**src/rtl/interrupt_controller_mod_pkg.sv**
```systemverilog
`default_nettype none
// ============================================================================
//  Module   : interrupt_controller_mod_pkg
//  Purpose  : Shared definitions for the interrupt controller: source bit
//             indices, default vector layout, FSM state encoding and the
//             vector address helper.
//  Revision : 1.0 - initial release
// ============================================================================
package interrupt_controller_mod_pkg;

    // Source bit positions in IE / IF
    localparam int SRC_VBLANK = 0;
    localparam int SRC_STAT   = 1;
    localparam int SRC_TIMER  = 2;
    localparam int SRC_SERIAL = 3;
    localparam int SRC_JOYPAD = 4;

    // Default vector layout
    localparam logic [15:0] DEF_VEC_BASE   = 16'h0040;
    localparam int          DEF_VEC_STRIDE = 8;

    // Controller state encoding
    typedef enum logic [1:0] {
        ST_IDLE    = 2'd0,
        ST_REQ     = 2'd1,
        ST_SERVICE = 2'd2
    } ic_state_t;

    // Vector address for a source index; the sum is kept to 16 bits
    function automatic logic [15:0] vec_calc(input logic [15:0] base,
                                             input int          stride,
                                             input logic [7:0]  idx);
        logic [15:0] w_offs;
        w_offs = 16'(stride * int'(idx));
        return base + w_offs;
    endfunction

endpackage : interrupt_controller_mod_pkg
`default_nettype wire

```
**src/rtl/int_priority_enc_mod.sv**
```systemverilog
`default_nettype none
// ============================================================================
//  Module   : int_priority_enc_mod
//  Purpose  : Lowest-index-first priority encoder over the pending vector.
//  Revision : 1.0 - initial release
// ============================================================================
module int_priority_enc_mod #(
    parameter int NUM_SRC = 5
) (
    input  logic [NUM_SRC-1:0] req,
    output logic [7:0]         index,
    output logic               valid
);

    // Scan from the top down so the lowest set bit is the last one written
    always_comb begin
        index = 8'd0;
        valid = 1'b0;
        for (int i = NUM_SRC - 1; i >= 0; i--) begin
            if (req[i]) begin
                index = 8'(i);
                valid = 1'b1;
            end
        end
    end

endmodule : int_priority_enc_mod
`default_nettype wire

```
**src/rtl/interrupt_controller_mod.sv**
```systemverilog
`default_nettype none
// ============================================================================
//  Module   : interrupt_controller_mod
//  Purpose  : IE/IF registers, IME with delayed EI, request/service handshake
//             with the control unit and vector address generation.
//  Revision : 1.0 - initial release
// ============================================================================
module interrupt_controller_mod
    import interrupt_controller_mod_pkg::*;
#(
    parameter int          NUM_SRC    = 5,
    parameter logic [15:0] VEC_BASE   = DEF_VEC_BASE,
    parameter int          VEC_STRIDE = DEF_VEC_STRIDE
) (
    input  logic               clock,
    input  logic               reset,
    input  logic [NUM_SRC-1:0] irq_src,
    input  logic               ie_wr,
    input  logic               if_wr,
    input  logic [7:0]         wr_data,
    output logic [7:0]         ie_out,
    output logic [7:0]         if_out,
    input  logic               ime_set,
    input  logic               ime_clear,
    input  logic               reti_en,
    input  logic               inst_done,
    input  logic               int_ack,
    input  logic               service_done,
    output logic               int_pending,
    output logic               int_wake,
    output logic [15:0]        vector_addr,
    output logic               int_active
);

    logic [7:0]         r_ie;
    logic [NUM_SRC-1:0] r_if;
    logic [NUM_SRC-1:0] r_irq_prev;
    logic               r_ime;
    logic               r_ei_arm;
    ic_state_t          r_state;
    logic [15:0]        r_vec;

    logic [NUM_SRC-1:0] w_edge;
    logic [NUM_SRC-1:0] w_pending;
    logic               w_any;
    logic [7:0]         w_enc_idx;
    logic               w_enc_valid;
    logic               w_ack_take;
    logic [NUM_SRC-1:0] w_ack_mask;
    logic [NUM_SRC-1:0] w_if_nxt;
    logic               w_ime_nxt;
    logic               w_arm_nxt;
    logic [7:0]         w_if_out;

    assign w_edge    = irq_src & ~r_irq_prev;
    assign w_pending = r_ie[NUM_SRC-1:0] & r_if;

    int_priority_enc_mod #(
        .NUM_SRC (NUM_SRC)
    ) u_prio (
        .req   (w_pending),
        .index (w_enc_idx),
        .valid (w_enc_valid)
    );

    assign w_any = w_enc_valid;

    // An ack only counts while a request is actually outstanding
    assign w_ack_take = (r_state == ST_REQ) && int_ack && w_any;
    assign w_ack_mask = w_ack_take ? (NUM_SRC'(1) << w_enc_idx) : '0;

    // IF next value: peripheral edge beats ack clear, which beats a bus write
    always_comb begin
        w_if_nxt = if_wr ? wr_data[NUM_SRC-1:0] : r_if;
        w_if_nxt = w_if_nxt & ~w_ack_mask;
        w_if_nxt = w_if_nxt | w_edge;
    end

    // IME next value: DI/ack win; EI takes effect one instruction late, RETI at once
    always_comb begin
        w_ime_nxt = r_ime;
        w_arm_nxt = r_ei_arm;
        if (ime_clear || w_ack_take) begin
            w_ime_nxt = 1'b0;
            w_arm_nxt = 1'b0;
        end else begin
            if (reti_en) begin
                w_ime_nxt = 1'b1;
            end
            if (r_ei_arm && inst_done) begin
                w_ime_nxt = 1'b1;
                w_arm_nxt = 1'b0;
            end
            if (ime_set) begin
                w_arm_nxt = 1'b1;
            end
        end
    end

    // Upper IF bits read back as ones
    always_comb begin
        w_if_out               = 8'hFF;
        w_if_out[NUM_SRC-1:0]  = r_if;
    end

    // Register file, edge history and IME state
    always_ff @(posedge clock) begin
        if (reset) begin
            r_ie       <= 8'h00;
            r_if       <= '0;
            r_irq_prev <= '0;
            r_ime      <= 1'b0;
            r_ei_arm   <= 1'b0;
        end else begin
            if (ie_wr) begin
                r_ie <= wr_data;
            end
            r_if       <= w_if_nxt;
            r_irq_prev <= irq_src;
            r_ime      <= w_ime_nxt;
            r_ei_arm   <= w_arm_nxt;
        end
    end

    // Request / service handshake with the control unit and vector latch.
    // IDLE looks at next-cycle IME so a request appears together with IME.
    always_ff @(posedge clock) begin
        if (reset) begin
            r_state <= ST_IDLE;
            r_vec   <= VEC_BASE;
        end else begin
            case (r_state)
                ST_IDLE: begin
                    if (w_ime_nxt && w_any) begin
                        r_state <= ST_REQ;
                    end
                end
                ST_REQ: begin
                    if (!w_any) begin
                        r_state <= ST_IDLE;
                    end else if (int_ack) begin
                        r_state <= ST_SERVICE;
                        r_vec   <= vec_calc(VEC_BASE, VEC_STRIDE, w_enc_idx);
                    end
                end
                ST_SERVICE: begin
                    if (service_done) begin
                        r_state <= ST_IDLE;
                    end
                end
                default: begin
                    r_state <= ST_IDLE;
                end
            endcase
        end
    end

    assign ie_out      = r_ie;
    assign if_out      = w_if_out;
    assign int_wake    = w_any;
    assign int_pending = (r_state == ST_REQ) && w_any;
    assign int_active  = (r_state == ST_SERVICE);
    assign vector_addr = r_vec;

endmodule : interrupt_controller_mod
`default_nettype wire

```
**config.mk**
```make
export PLATFORM = sky130hd
export DESIGN_NAME = interrupt_controller_mod
export DESIGN_NICKNAME = d
export VERILOG_FILES = /design/src/rtl/interrupt_controller_mod_pkg.sv /design/src/rtl/int_priority_enc_mod.sv /design/src/rtl/interrupt_controller_mod.sv
export SDC_FILE = /design/constraint.sdc
export NUM_CORES = 1
export LEC_CHECK = 0
export CAP_MARGIN = 20
export CORE_MARGIN = 2
export CORE_UTILIZATION = 45
export CTS_BUF_LIST = sky130_fd_sc_hd__clkbuf_8
export DETAILED_ROUTE_END_ITERATION = 7
export PLACE_DENSITY_LB_ADDON = 0.15
export SLEW_MARGIN = 20
export SYNTH_ARGS = -nofsm -noshare
export SYNTH_HDL_FRONTEND = slang
export SYNTH_HIERARCHICAL = 1
export SYNTH_SLANG_ARGS = --single-unit
```
**constraint.sdc**
```tcl
create_clock -name clock -period 1.85 [get_ports clock]
set_input_delay 0.37 -clock clock [delete_from_list [all_inputs] [get_ports clock]]
set_output_delay 0.37 -clock clock [all_outputs]
set_load 0.03 [all_outputs]
```
==> results of run 1 <==
==> layout make-up <==
type | count | area, um^2 | area share [%]
Tap cell | 44 | 55.1 | 2.52
Clock buffer | 6 | 82.6 | 3.77
Inverter | 2 | 7.51 | 0.343
Multi-Input combinational cell | 117 | 771 | 35.2
Sequential cell | 31 | 631 | 28.8
Timing Repair Buffer | 65 | 607 | 27.7
Clock inverter | 2 | 35.0 | 1.60
==> worst min-delay path, stage by stage, from the launching register on <==
cell     delay [ns]
dfxtp_1        0.31
nand2_1        0.05
a21oi_1        0.05
==> stage by stage <==
step	hold slack [ns]	cell area, um^2
after floorplan	0.432	1540
after global placement	0.442	2030
after detailed placement	0.448	2030
after CTS	0.455	2180
after global routing	0.469	2190
final	0.453	2190
==> power by group through the flow <==
stage          Combinational, uW  Sequential, uW  Clock, uW
5_1_grt                      369             718        731
2_1_floorplan                162             775          0
3_3_place_gp                 327             728          0
6_report                     344             715        691
3_5_place_dp                 332             730          0
4_1_cts                      336             715        695
==> logic make-up (layout without fill, tap and decap cells) <==
logic type                 count (synthesis)  in the layout
and+or+nand+nor                           65             65
muxes                                     13             13
other                                      3             15
DFF                                       31             31
AOI/OAI and AO/OA                         20             20
buffers and inverters                     25             75
xor gates and xnor gates                   3              3
adders and majority gates                  1              1
==> metal layers <==
layer / vias up / wire [um]
li1: 643 / -
met1: 593 / 1400
met2: 46 / 1730
met3: 5 / 262
met4: 0 / 34
met5: - / 0
==> timing repair <==
action,in CTS,in global routing
buffers inserted,2,0
cloned,0,0
setup endpoints to repair,4,4
pin swaps,0,3
gates resized for setup,16,4
==> Yosys cell counts (6+ instances only) <==
cell type,number
dfxtp_1,31
buf_4,15
nor2_1,13
mux2i_1,12
nand2_1,10
a21oi_1,9
nand2b_1,8
and2_1,6
clkbuf_1,6
nor2b_1,6
nor4_1,6
==> worst paths after layout <==
kind / end / from / slack [ns] / cells past startpoint
setup / recovery: int_pending / ie_out[1] / 0.008 / 5
hold / removal: vector_addr[11] / vector_addr[11] / 0.45 / 2
setup reg to reg: r_if[3] / ie_out[1] / 0.12 / 8
hold reg to reg: vector_addr[11] / vector_addr[11] / 0.45 / 2
==> state kept, by name (all words and copies together) (netlist names) <==
| signal | cells |
|---|---|
| ie_out | 8 |
| r_ei_arm | 1 |
| r_if | 5 |
| r_ime | 1 |
| r_irq_prev | 5 |
| r_state | 2 |
| vector_addr | 9 |
==> results.sh, run 1 <==
export IMPL_grt_max_degree=21
export IMPL_clock_skew_ns=0.00593
export IMPL_swShare_pct=25.6
export IMPL_cts_buffers=5
export IMPL_p_sw_uw=448
export IMPL_seqPwrFrac_pct=40.9
export IMPL_intPower_uw=1300
export IMPL_cp_buffers_inverters=1
export IMPL_synth_top_family_by_area="simple AND/OR/NAND/NOR gates"
export IMPL_cts_tree="built"
export IMPL_cts_root_buf="clkbuf_8"
export IMPL_arrival_ns=1.47
export IMPL_drc=0
export IMPL_syn_area_mm2=0.00147
export IMPL_post_route_period_util_pct=99.6
export IMPL_first_global_vias=1256
export IMPL_path_class="register to output pin"
export IMPL_hold_path_class="register to register"
export IMPL_hold_viol_final=0
export IMPL_cp_max_fo=2
export IMPL_clock_latency_ns=0.28
export IMPL_num_antenna_cells=0
export IMPL_setup_viol=0
export IMPL_n_fill_cell=255
export IMPL_core_area_mm2=0.00308
export IMPL_ys_ff_latch=31
export IMPL_gr_usage_met3_pct=6.93
export IMPL_routedWlPerCell_um=12.8
export IMPL_layout_commonest_cell="clkdlybuf4s50_1"
export IMPL_final_cell_mix="clkdlybuf4s50_1 (44), dfxtp_1 (23), buf_4 (18)"
export IMPL_drive_above_1_share_pct=21.1
export IMPL_yosys_cell_types_count=35
export IMPL_die_area_mm2=0.00374
export IMPL_ys_async_sr_fraction_pct=0
export IMPL_gr_usage_met1_pct=23.6
export IMPL_postCtsHoldBufs=0
export IMPL_fp_row_count=20
export IMPL_antenna_found_initial=0
export IMPL_drtAntennaViolNets=0
export IMPL_vdd_drop_max_mv=0.776
export IMPL_max_freq_ghz=0.543
export IMPL_totalWireLength_um=3430
export IMPL_p_per_area_mw_per_mm2=800
export IMPL_area_growth_pct=48.7
export IMPL_grt_pass1_wl_um=5590
export IMPL_yosysWarnings=6
export IMPL_yosys_area_share_simple_pct=25.7
export IMPL_utilization_pct=71.1
export IMPL_p_leak_uw=0.000901
export IMPL_synth_fa_ha_area_share_pct=0.850
export IMPL_clkTransAtPathRegs_ns=0.07
export IMPL_cp_required_ns=1.48
export IMPL_die_w_um=61.2
export IMPL_dp_hpwl_um=2540
export IMPL_grt_overflow=0
export IMPL_synth_compound_area_share_pct=9.44
export IMPL_synth_enable_flop_cells=0
export IMPL_synthXorXnorAreaFrac_pct=1.79
export IMPL_critical_path_slowest_cell="dfxtp_2"
export IMPL_grt_busiest_layer="met2"
export IMPL_portBuffers=47
export IMPL_cp_cell_sequence="and2_4 -> nor4_4 -> nand2b_2 -> and3b_1 -> buf_6"
export IMPL_combPwrFrac_pct=19.7
export IMPL_cts_buffer_depth=2
export IMPL_gp_congestion=0.828
export IMPL_fin_crit_ns=1.84
export IMPL_cts_htree_levels=2
export IMPL_syn_inst=161
export IMPL_end_kind="output pin"
export IMPL_yosysTopAreaCell="dfxtp_1"
export IMPL_initialDrtViolationCount=41
export IMPL_p_clk_share_pct=39.5
export IMPL_start_util_pct=47.8
export IMPL_critPathMaxStageDelay_ns=0.32
export IMPL_die_y_um=61.2
export IMPL_total_power_uw=1750
export IMPL_io_pin_count=58
export IMPL_status="finished, final reports clean"
export IMPL_critPathLaunchType="register"
export IMPL_timing_setup_tns_ns=0
export IMPL_synth_area_per_cell_um2=9.14
export IMPL_place_inst=257
export IMPL_dr_pass1_iters=4
export IMPL_maxCapViolCount=0
export IMPL_ys_seq_area_share_pct=42.2
export IMPL_fin_ws_ns=0.00776
export IMPL_rsz0062_at_grt="yes"
export IMPL_vias_per_cell=4.82
export IMPL_grt_usage_pct=20.8
export IMPL_cp_top_family="simple AND/OR/NAND/NOR gates"
export IMPL_ys_flop_type="dfxtp_1"
export IMPL_nets=246
export IMPL_clock_sinks=31
export IMPL_use_met2_pct=36.2
export IMPL_synth_top_area_share_pct=42.2
export IMPL_place_ws_ns=-0.142
export IMPL_synthMuxAreaShare_pct=8.93
export IMPL_drv_slew=0
export IMPL_yosys_top_cells_area="dfxtp_1 (42%), mux2i_1 (8.2%), buf_4 (7.7%)"
export IMPL_fin_cells=267
export IMPL_route_vias_total=1287
Power figures use the tool's default switching activity.
==> run 2: changes to the inputs <==
--- a/config.mk
+++ b/config.mk
@@ -9,6 +9,7 @@
 export CORE_MARGIN = 2
 export CORE_UTILIZATION = 45
 export CTS_BUF_LIST = sky130_fd_sc_hd__clkbuf_8
+export CTS_CLUSTER_SIZE = 40
 export DETAILED_ROUTE_END_ITERATION = 7
 export PLACE_DENSITY_LB_ADDON = 0.15
 export SLEW_MARGIN = 20
==> results of run 2 <==
Same layout as run 1: the final DEF is identical, and so are final timing and power.
